**src/rtl/rtc_bus_cycle_ctrl.sv**
```systemverilog
// rtl/rtc_bus_cycle_ctrl.sv - RTC multiplexed AD bus cycle sequencer (address cycle, gap, data cycle)
module rtc_bus_cycle_ctrl #(
    parameter int T_SU  = 2,
    parameter int T_PW  = 5,
    parameter int T_H   = 2,
    parameter int T_GAP = 3
) (
    input  logic       clk,
    input  logic       reset_n,
    input  logic       start,
    input  logic       we,
    input  logic [7:0] addr,
    input  logic [7:0] wdata,
    output logic       busy,
    output logic       done,
    output logic [7:0] rdata,
    output logic       cs_n,
    output logic       rd_n,
    output logic       wr_n,
    output logic       ad_sel,
    output logic [7:0] sig_out,
    output logic       buffer_activo,
    input  logic [7:0] sig_in
);

    typedef enum logic [3:0] {
        IDLE, ADDR_SU, ADDR_PW, ADDR_H, GAP, DATA_SU, DATA_PW, DATA_H, DONE
    } state_t;

    state_t     state, state_nxt;
    logic [7:0] cnt, cnt_nxt;
    logic       we_r, we_nxt;
    logic [7:0] addr_r, addr_nxt;
    logic [7:0] wdata_r, wdata_nxt;
    logic       is_addr, is_data;
    logic [7:0] byte_nxt;

    // Down-counter preload for a phase: the phase lasts (preload + 1) cycles.
    function automatic logic [7:0] phase_len(input state_t s);
        case (s)
            ADDR_SU, DATA_SU: phase_len = 8'(T_SU - 1);
            ADDR_PW, DATA_PW: phase_len = 8'(T_PW - 1);
            ADDR_H,  DATA_H:  phase_len = 8'(T_H - 1);
            GAP:              phase_len = 8'(T_GAP - 1);
            default:          phase_len = 8'd0;
        endcase
    endfunction

    // Next-state, counter and request-latch logic; outputs are decoded from the next state
    // so every bus-side pin comes straight out of a flop.
    always_comb begin
        state_nxt = state;
        cnt_nxt   = cnt;
        we_nxt    = we_r;
        addr_nxt  = addr_r;
        wdata_nxt = wdata_r;
        case (state)
            IDLE: begin
                if (start) begin
                    state_nxt = ADDR_SU;
                    cnt_nxt   = phase_len(ADDR_SU);
                    we_nxt    = we;
                    addr_nxt  = addr;
                    wdata_nxt = wdata;
                end
            end
            DONE: state_nxt = IDLE;
            default: begin
                if (cnt != 8'd0) begin
                    cnt_nxt = cnt - 8'd1;
                end else begin
                    state_nxt = state_t'(state + 4'd1);
                    cnt_nxt   = phase_len(state_t'(state + 4'd1));
                end
            end
        endcase
        is_addr  = (state_nxt == ADDR_SU) || (state_nxt == ADDR_PW) || (state_nxt == ADDR_H);
        is_data  = (state_nxt == DATA_SU) || (state_nxt == DATA_PW) || (state_nxt == DATA_H);
        byte_nxt = is_addr ? addr_nxt : ((is_data && we_nxt) ? wdata_nxt : 8'h00);
    end

    // Sequencer state and registered bus/handshake outputs; rdata captured while rd_n is still low.
    always_ff @(posedge clk or negedge reset_n) begin
        if (!reset_n) begin
            state         <= IDLE;
            cnt           <= 8'd0;
            we_r          <= 1'b0;
            addr_r        <= 8'h00;
            wdata_r       <= 8'h00;
            cs_n          <= 1'b1;
            rd_n          <= 1'b1;
            wr_n          <= 1'b1;
            ad_sel        <= 1'b0;
            buffer_activo <= 1'b0;
            sig_out       <= 8'h00;
            busy          <= 1'b0;
            done          <= 1'b0;
            rdata         <= 8'h00;
        end else begin
            state         <= state_nxt;
            cnt           <= cnt_nxt;
            we_r          <= we_nxt;
            addr_r        <= addr_nxt;
            wdata_r       <= wdata_nxt;
            cs_n          <= !(is_addr || is_data);
            wr_n          <= !((state_nxt == ADDR_PW) || ((state_nxt == DATA_PW) && we_nxt));
            rd_n          <= !((state_nxt == DATA_PW) && !we_nxt);
            ad_sel        <= is_data;
            buffer_activo <= is_addr || (is_data && we_nxt);
            sig_out       <= byte_nxt;
            busy          <= is_addr || is_data || (state_nxt == GAP);
            done          <= (state_nxt == DONE);
            if ((state == DATA_PW) && (cnt == 8'd0) && !we_r) begin
                rdata <= sig_in;
            end
        end
    end

endmodule

```
**config.mk**
```make
export PLATFORM = sky130hd
export DESIGN_NAME = rtc_bus_cycle_ctrl
export DESIGN_NICKNAME = d
export VERILOG_FILES = /design/src/rtl/rtc_bus_cycle_ctrl.sv
export SDC_FILE = /design/constraint.sdc
export NUM_CORES = 1
export LEC_CHECK = 0
export CAP_MARGIN = 20
export CORE_MARGIN = 3
export CORE_UTILIZATION = 30
export CTS_CLUSTER_DIAMETER = 120
export DETAILED_ROUTE_END_ITERATION = 16
export DONT_BUFFER_PORTS = 1
export GPL_TIMING_DRIVEN = 1
export PLACE_DENSITY_LB_ADDON = 0.25
export SYNTH_ARGS = -nofsm -noshare
export SYNTH_HDL_FRONTEND = slang
export SYNTH_SLANG_ARGS = --single-unit
```
**constraint.sdc**
```tcl
create_clock -name clk -period 7.8 [get_ports clk]
set_input_delay 0.78 -clock clk [delete_from_list [all_inputs] [get_ports clk]]
set_output_delay 0.78 -clock clk [all_outputs]
set_load 0.005 [all_outputs]
```
# Word-level counts from Yosys, hierarchy flattened
# Index checks and enable logic that the tools add are counted.
[op_classes]
n_addsub = 2
n_eq_ne = 18
n_mux = 15
bitwise_logic = 1
n_reduce_logical = 24
[op_table]
columns = ["op", "n"]
rows = [
  ["$mux W8", 8],
  ["$eq A4 B3 Y1 const B", 9],
  ["$eq A4 B2 Y1 const B", 4],
  ["$pmux W8 S2", 1],
  ["$pmux W3 S3", 1],
  ["$eq A4 B1 Y1 const B", 2],
  ["$eq A4 B4 Y1 const B", 2],
  ["$logic_not A8 Y1", 1],
  ["$logic_or A1 B1 Y1", 8],
  ["$mux W4", 2],
  ["$pmux W4 S2", 1],
  ["$reduce_bool A8 Y1", 1],
  ["$sub A8 B1 Y8 const B", 1],
  ["$logic_and A1 B1 Y1", 5],
  ["$logic_not A1 Y1", 5],
  ["$add A4 B1 Y4 const B", 1],
  ["$logic_not A4 Y1", 1],
  ["$reduce_or A4 Y1", 1],
  ["$mux W1", 2],
  ["$ne A2 B2 Y1 const B", 1],
  ["$reduce_and A2 Y1", 1],
  ["$reduce_or A2 Y1", 1],
  ["$not A1 Y1", 1],
]
[totals]
reg_bits = 52

# Depth between registers and ports, before layout
# Gate-level depths: netlist of the first run.
[depth]
depth_word = 9
mapped_depth = 9

# Worst setup path after synthesis of the first run
# OpenSTA, ideal clock, no wires.
[synth_timing]
path_type = "flip-flop to flip-flop"
start = "reg cnt[0]"
end = "reg sig_out[0]"
setup_ps = 150
t_arrival_ps = 2349
required_time_ps = 7650
setup_slack_ps = 5301
stages_incl_launch_ff = 9
path_cell_list = "dfrtp_1 -> inv_1 -> ha_1 -> or4b_4 -> or4_1 -> and3_4 -> o211ai_4 -> mux2i_1 -> nor3_2"
[synth_via]
elab_chain_cells = 9
word_cells_on_any_way = 16
[synth_rtl]
columns = ["element", "line_no", "text"]
rows = [
  ["start, declared", "31", "logic [7:0] cnt, cnt_nxt;"],
  ["start signal, assigned", "101", "cnt <= cnt_nxt;"],
  ["$reduce_bool A8 Y1 (*)", "69", "if (cnt != 8'd0) begin"],
  ["$mux W4 (*)", "69", ""],
  ["$pmux W4 S2 (*)", "57", "case (state)"],
  ["$eq A4 B3 Y1", "78", "is_data = (state_nxt == DATA_SU) || (state_nxt == DATA_PW) || (state_nxt == DATA_H);"],
  ["$logic_or A1 B1 Y1 (2 in a row)", "78", ""],
  ["$logic_and A1 B1 Y1", "79", "byte_nxt = is_addr ? addr_nxt : ((is_data && we_nxt) ? wdata_nxt : 8'h00);"],
  ["$mux W8", "79", ""],
  ["$mux W8 (*)", "79", ""],
  ["via byte_nxt[0]", "36", "logic [7:0] byte_nxt;"],
  ["end signal, assigned", "110", "sig_out <= byte_nxt;"],
  ["end, declared", "21", "output logic [7:0] sig_out,"],
]
# The timed path passes the listed nets; every way through them passes the cells marked *.
# A chain may end at the register's enable or synchronous reset.

# Final worst setup path of the first run
[layout_timing]
start = "reg state[0]"
end = "reg sig_out[5]"
[layout_via]
word_cells_on_any_way = 22
[layout_rtl]
columns = ["element", "line_no", "text"]
rows = [
  ["start, declared", "30", "state_t state, state_nxt;"],
  ["start signal, assigned", "100", "state <= state_nxt;"],
  ["$logic_not A4 Y1", "57", ""],
  ["$mux W1", "57", ""],
  ["via we_nxt", "32", "logic we_r, we_nxt;"],
  ["$logic_and A1 B1 Y1", "79", ""],
  ["$mux W8 (2 in a row)", "79", ""],
  ["via byte_nxt[5]", "36", ""],
]
# The timed path passes the listed nets, and every way through them passes these cells.

==> summary.md, run 1 <==
| Metric | Value |
|---|---|
| DR WL/cell | 16.4 um |
| #FFs+latches synth | 52 |
| DRT Pass-1 Iters | 4 |
| Final setup vio count | 0 |
| Clock buffer depth | 2 |
| CTS Hold Bufs | 0 |
| Area Overhead vs Synth | 9.09% |
| Multi-input gate area | ~1000 um2 |
| Distinct cells, synth | 36 |
| Die height | between 90 and 100 um |
| Via/cell ratio | between 4 and 5 |
| H-tree levels | 2 |
| Power per cell area | 180 nW/um2 |
| Residual DRC count | 0 |
| Post-synth EDFFs | 0 |
| Netlist Area Pre-Place | ~2400 um2 |
| Final worst clock skew | about 0.012 ns |
| Worst r2r src | state[0] |
| Total chip power | approximately 0.00046 W |
| Most frequent cells in the layout | dfrtp_1, mux2_2, nand2_1 |
| Finished Layout Cells | about 300 |
| Vias in the first global route | between 1500 and 2000 |
| RSZ-0062 raised after global routing | no |
| Ys Warns | 0 |
| Status | finished, final reports clean |
| Post-route ant nets | 0 |
| Initial antenna violation count | 0 |
| Final period util | between 40% and 50% |
| Total grt overflow | 0 |
| Avg Synthesized Cell Area | 12.1 um2 |
| CP Max Fanout | 18 |
| 1st-iter DRT viols | between 70 and 80 |
| Syn Inst Count | around 200 |
| CP required | ~8.0 ns |
| WS Path Type | reg -> reg |
| Reg clk slew, reported paths | approximately 0.1 ns |
| CTS root buffer | clkbuf_8 |
| Via count | 1433 |
| R2R setup slack | approximately 4.6 ns |
| Largest net degree at the start of global routing | between 50 and 60 |
| Standard-cell rows | 31 |
| Final Max Tran Viols | 0 |
| Max Cap Violations | 0 |
| I/O pins | a little over 50 |
| Leakage | approximately 1.1 nW |
| Initial core utilization | around a third |
| First-pass GRT wire length | about 7900 um |
| Share of layout cells above drive strength 1 | around a quarter |
| Worst R2R End | sig_out[5] |
| Min Clock Period, post-route | 3.19 ns |
| Fmax | approximately 0.31 GHz |
| Worst-Skew Late Latency | ~0.31 ns |
| Tightest hold margin | ~0.15 ns |
| Dpl cells | ~290 |
| Core ar. | 7450 um2 |
| Worst hold path type | in -> async |
| Commonest register cell after synthesis | dfrtp_1 |
| # Post-CTS Setup Buffers | 0 |
| RePlAce Congestion | about 0.75 |
| Crit path DAT | roughly 3.4 ns |
| Number of antenna diodes | 0 |
| CTS resizes | 0 |
| Net Count, Synth | 230 |
| # clock sinks | 52 |
| Commonest non-fill, non-tap cell in the layout | dfrtp_1 |
| Slew @ Worst Pin | 0.969 ns |
| Reg2Reg Depth | 8 |
| Die ar. | 8990 um2 |
| Fin nets | 232 |
| Post-synth ARST share | 100% |
| TritonCTS clock tree | yes |
| Maximum VDD drop | a little under 0.07 mV |
| Relative slew slack | about a third |
| Sequential fraction of the synthesis area | between 50% and 60% |
| Setup TNS Final | 0 ns |
| Fillers | around 750 |
| CP Launch Type | register |
| Detailed placement HPWL | roughly 3300 um |
| Die X-Extent | approximately 95 um |
| Hold Fails Final Rpt | 0 |
| Buffers on Ports | 0 |
| Element type at the critical path end | register |
| CTS Buf Count | 5 |
| Reg area | between 1000 and 1500 um2 |
| Total global routing track utilization | a little under an eighth |
| Final WL | between 4000 and 5000 um |
## critical path, stage by stage, from the launching register on
cell and delay (ns):
dfrtp_1 0.49, inv_1 0.12, ha_1 0.22, nor2b_1 0.28
and3_1 0.78, mux2i_1 0.26, inv_1 0.08, nor2_1 0.73
nor3_2 0.09
## report_power, final
group          switching [W]  internal [W]
logic            0.000000506    0.00000155
registers         0.00000140      0.000272
clock network      0.0000915     0.0000971
## layer usage
metal | track usage [%] | part of all wire (%)
met3 | 5.26 | 8.5
met2 | 17.4 | 44
met1 | 14.5 | 47
met4 | 2.64 | 0.43
met5 | 0 | 0
## logic make-up after synthesis
family          count (synthesis)  share of synthesized area, %
mux                            34                          15.6
xor+xnor                        2                         0.740
flops                          52                          55.1
simple gates                   59                          15.1
fa+ha+maj                       6                          3.17
buf+inv                        14                          2.43
compound gates                 29                          7.82
## synth_stat cells, types with 2 or more instances
| library cell | number | share of area, % |
|---|---|---|
| mux2_1 | 2 | 0.95 |
| dfstp_2 | 3 | 3.3 |
| buf_2 | 4 | 0.85 |
| mux2i_1 | 10 | 4.2 |
| dfrtp_1 | 49 | 52 |
| a21oi_1 | 8 | 1.7 |
| o211ai_1 | 2 | 0.63 |
| nand2b_1 | 3 | 0.79 |
| nor2_1 | 11 | 1.7 |
| nor3b_1 | 3 | 0.95 |
| a22oi_1 | 2 | 0.63 |
| inv_1 | 8 | 1.3 |
| nand2_1 | 12 | 1.9 |
| nand3_1 | 3 | 0.63 |
| nor3_2 | 8 | 3.4 |
| nand4_1 | 3 | 0.79 |
| clkbuf_1 | 2 | 0.32 |
| o21ai_0 | 12 | 2.5 |
| mux2_2 | 22 | 10 |
| nor3_1 | 6 | 1.3 |
| ha_1 | 6 | 3.2 |
| or4_1 | 3 | 0.95 |
## cell type report
class	count	share of cell area, %
clock buffer	6	2.81
clock inverter	2	1.50
inverter	8	1.16
multi-input combinational	130	38.9
sequential	52	50.5
tap	99	4.80
timing repair buffer	1	0.291
## flip-flops by register name, indices dropped and copies added (netlist names), 4 cells and up
signal and count:
rdata 8, sig_out 8, cnt 8, state 4, addr_r 8, wdata_r 8
## per-stage QoR
step                      util (%)  area [um2]  setup WS [ns]
after floorplan                  -        2370           5.30
after global placement        33.1        2460           4.72
after detailed placement      33.1        2460           4.55
after CTS                     34.6        2570           4.56
after global routing          34.7        2580           4.27
final                         34.7        2580           4.61
## worst max path at each step
stage | from | to | slack (ns) | cells after the start
after floorplan | cnt[0] | sig_out[0] | 5.30 | 8
after global placement | state[1] | rd_n | 4.72 | 8
after detailed placement | state[0] | sig_out[5] | 4.55 | 8
after CTS | state[0] | sig_out[5] | 4.56 | 8
after global routing | state[0] | rd_n | 4.27 | 8
final | state[0] | sig_out[5] | 4.61 | 8
No activity file was read; power rests on OpenSTA's default activity.
==> run 2, diff against run 1 <==
clock period = 2.91 ns   (was 7.8 ns; I/O delays follow)
==> summary.md, run 2 (same netlist as run 1, synthesis figures left out) <==
| Metric | Value |
|---|---|
| Status | finished, final reports clean |
| Commonest non-fill, non-tap cell in the layout | dfrtp_1 |
| I/O pins | between 50 and 60 |
| Worst r2r src | cnt[0] |
| Final Max Tran Viols | 0 |
| H-tree levels | 2 |
| Vias in the first global route | 1546 |
| Reg area | approximately 1300 um2 |
| Finished Layout Cells | 309 |
| Die ar. | roughly 9000 um2 |
| Post-route ant nets | 0 |
| Most frequent cells in the layout | dfrtp_1, mux2_2, nand2_1 |
| Standard-cell rows | 31 |
| DRT Pass-1 Iters | 4 |
| Multi-input gate area | ~1000 um2 |
| CP Max Fanout | 8 |
| Reg clk slew, reported paths | approximately 0.10 ns |
| TritonCTS clock tree | yes |
| Number of antenna diodes | 0 |
| Total global routing track utilization | about 11% |
| Final WL | approximately 4800 um |
| RSZ-0062 raised after global routing | no |
| DR WL/cell | 15.6 um |
| Element type at the critical path end | register |
| Leakage | between 1 and 1.5 nW |
| # clock sinks | 52 |
| Area Overhead vs Synth | 12.6% |
| WS Path Type | reg -> reg |
| Die height | ~95 um |
| Critical Path End | sig_out[0] |
| Final setup vio count | 0 |
| RePlAce Congestion | about 0.8 |
| Setup TNS Final | 0 ns |
| Fillers | 760 |
| # Post-CTS Setup Buffers | 0 |
| Fmax | 0.391 GHz |
| Max Cap Violations | 0 |
| Crit path launch | cnt[0] |
| Detailed placement HPWL | around 3300 um |
| Slew @ Worst Pin | 0.598 ns |
| Total grt overflow | 0 |
| R2R setup slack | approximately 0.36 ns |
| Reg2Reg Depth | 8 |
| Worst R2R End | sig_out[0] |
| 1st-iter DRT viols | between 90 and 100 |
| Hold Fails Final Rpt | 0 |
| Clock buffer depth | 2 |
| Residual DRC count | 0 |
| CTS Buf Count | 5 |
| CP required | slightly above 3 ns |
| Worst-Skew Late Latency | around 0.31 ns |
| Fin nets | around 240 |
| CTS root buffer | clkbuf_8 |
| Largest net degree at the start of global routing | between 50 and 60 |
| Initial core utilization | a little under a third |
| Total chip power | between 0.001 and 0.0015 W |
| Core ar. | between 7000 and 8000 um2 |
| Final worst clock skew | ~0.008 ns |
| Dpl cells | 298 |
| Worst hold path type | in -> reg |
| Final Core Density | a little over a third |
| Power per cell area | around 440 nW/um2 |
| Die X-Extent | about 95 um |
| Via/cell ratio | roughly 5 |
| Final period util | 87.8% |
| Maximum VDD drop | a little over 0.2 mV |
| Crit path DAT | between 2 and 3 ns |
| Share of layout cells above drive strength 1 | 28.1% |
| Post-route cell area | about 2700 um2 |
| Min Clock Period, post-route | approximately 2.6 ns |
| Initial antenna violation count | 0 |
| First-pass GRT wire length | around 7800 um |
| Placed Area | between 2000 and 3000 um2 |
| Buffers on Ports | 0 |
| Relative slew slack | 59.0% |
| CP Launch Type | register |
| Via count | around 1500 |
## run 2: cell count changes in the layout (fill, tap and decap cells not counted), sizes merged
cell / previous run / this run
clkinv: 0 / 1
dlygate4sd3: 0 / 1
clkbuf: 6 / 5
clkinvlp: 0 / 1
bufinv: 1 / 0
buf: 1 / 11
## run 2: worst min-delay path by stage
stage / start / to / slack, ns / cells past startpoint
finish: sig_in[1] / rdata[1] / 0.12 / 1
global route: sig_in[2] / rdata[2] / 0.11 / 1
CTS: sig_in[2] / rdata[2] / 0.10 / 1
detailed placement: reset_n / rdata[1] / -0.002 / 0
global placement: reset_n / cnt[4] / -0.002 / 0
floorplan: reset_n / ad_sel / -0.005 / 0
## run 2: stage by stage
| step | hold WS [ns] | worst slack, ns |
|---|---|---|
| after floorplan | -0.00459 | 0.411 |
| after global placement | -0.00205 | 0.295 |
| after detailed placement | -0.00211 | 0.286 |
| after CTS | 0.104 | 0.284 |
| after global routing | 0.111 | 0.240 |
| final | 0.118 | 0.355 |
## run 2: final cells by class
| class | count | share of cell area, % |
|---|---|---|
| Tap cell | 99 | 4.65 |
| Inverter | 8 | 1.13 |
| Multi-Input combinational cell | 130 | 37.7 |
| Clock inverter | 3 | 0.798 |
| Clock buffer | 5 | 2.58 |
| Timing Repair Buffer | 12 | 4.22 |
| Sequential cell | 52 | 48.9 |
## run 2: timing repair
action / in CTS / in global routing
gates resized for setup: 0 / 0
hold endpoints to repair: 52 / 0
hold buffers: 2 / 0
## run 2: where the power goes
group	switching, W	total (W)	leakage [nW]	internal, W
Clock	0.000251	0.000422	0.0445	0.000171
Combinational	0.0000158	0.0000247	0.488	0.00000893
Sequential	0.00000371	0.000732	0.657	0.000728
Total	0.000270	0.00118	1.19	0.000908
## run 2: metal layers
layer	up-vias	global-route usage, %	share of wire [%]
li1	724	-	-
met1	726	14.6	45
met2	49	17.2	46
met3	4	5.02	8.9
met4	0	3.61	0.64
met5	-	0	0
## run 2: critical path, stage by stage, from the launching register on
cell      delay, ns
dfrtp_1        0.41
inv_1          0.11
ha_1           0.18
or4b_4         0.51
or4_1          0.52
and3_4         0.18
o211ai_4       0.19
mux2i_1        0.28
nor3_2         0.05
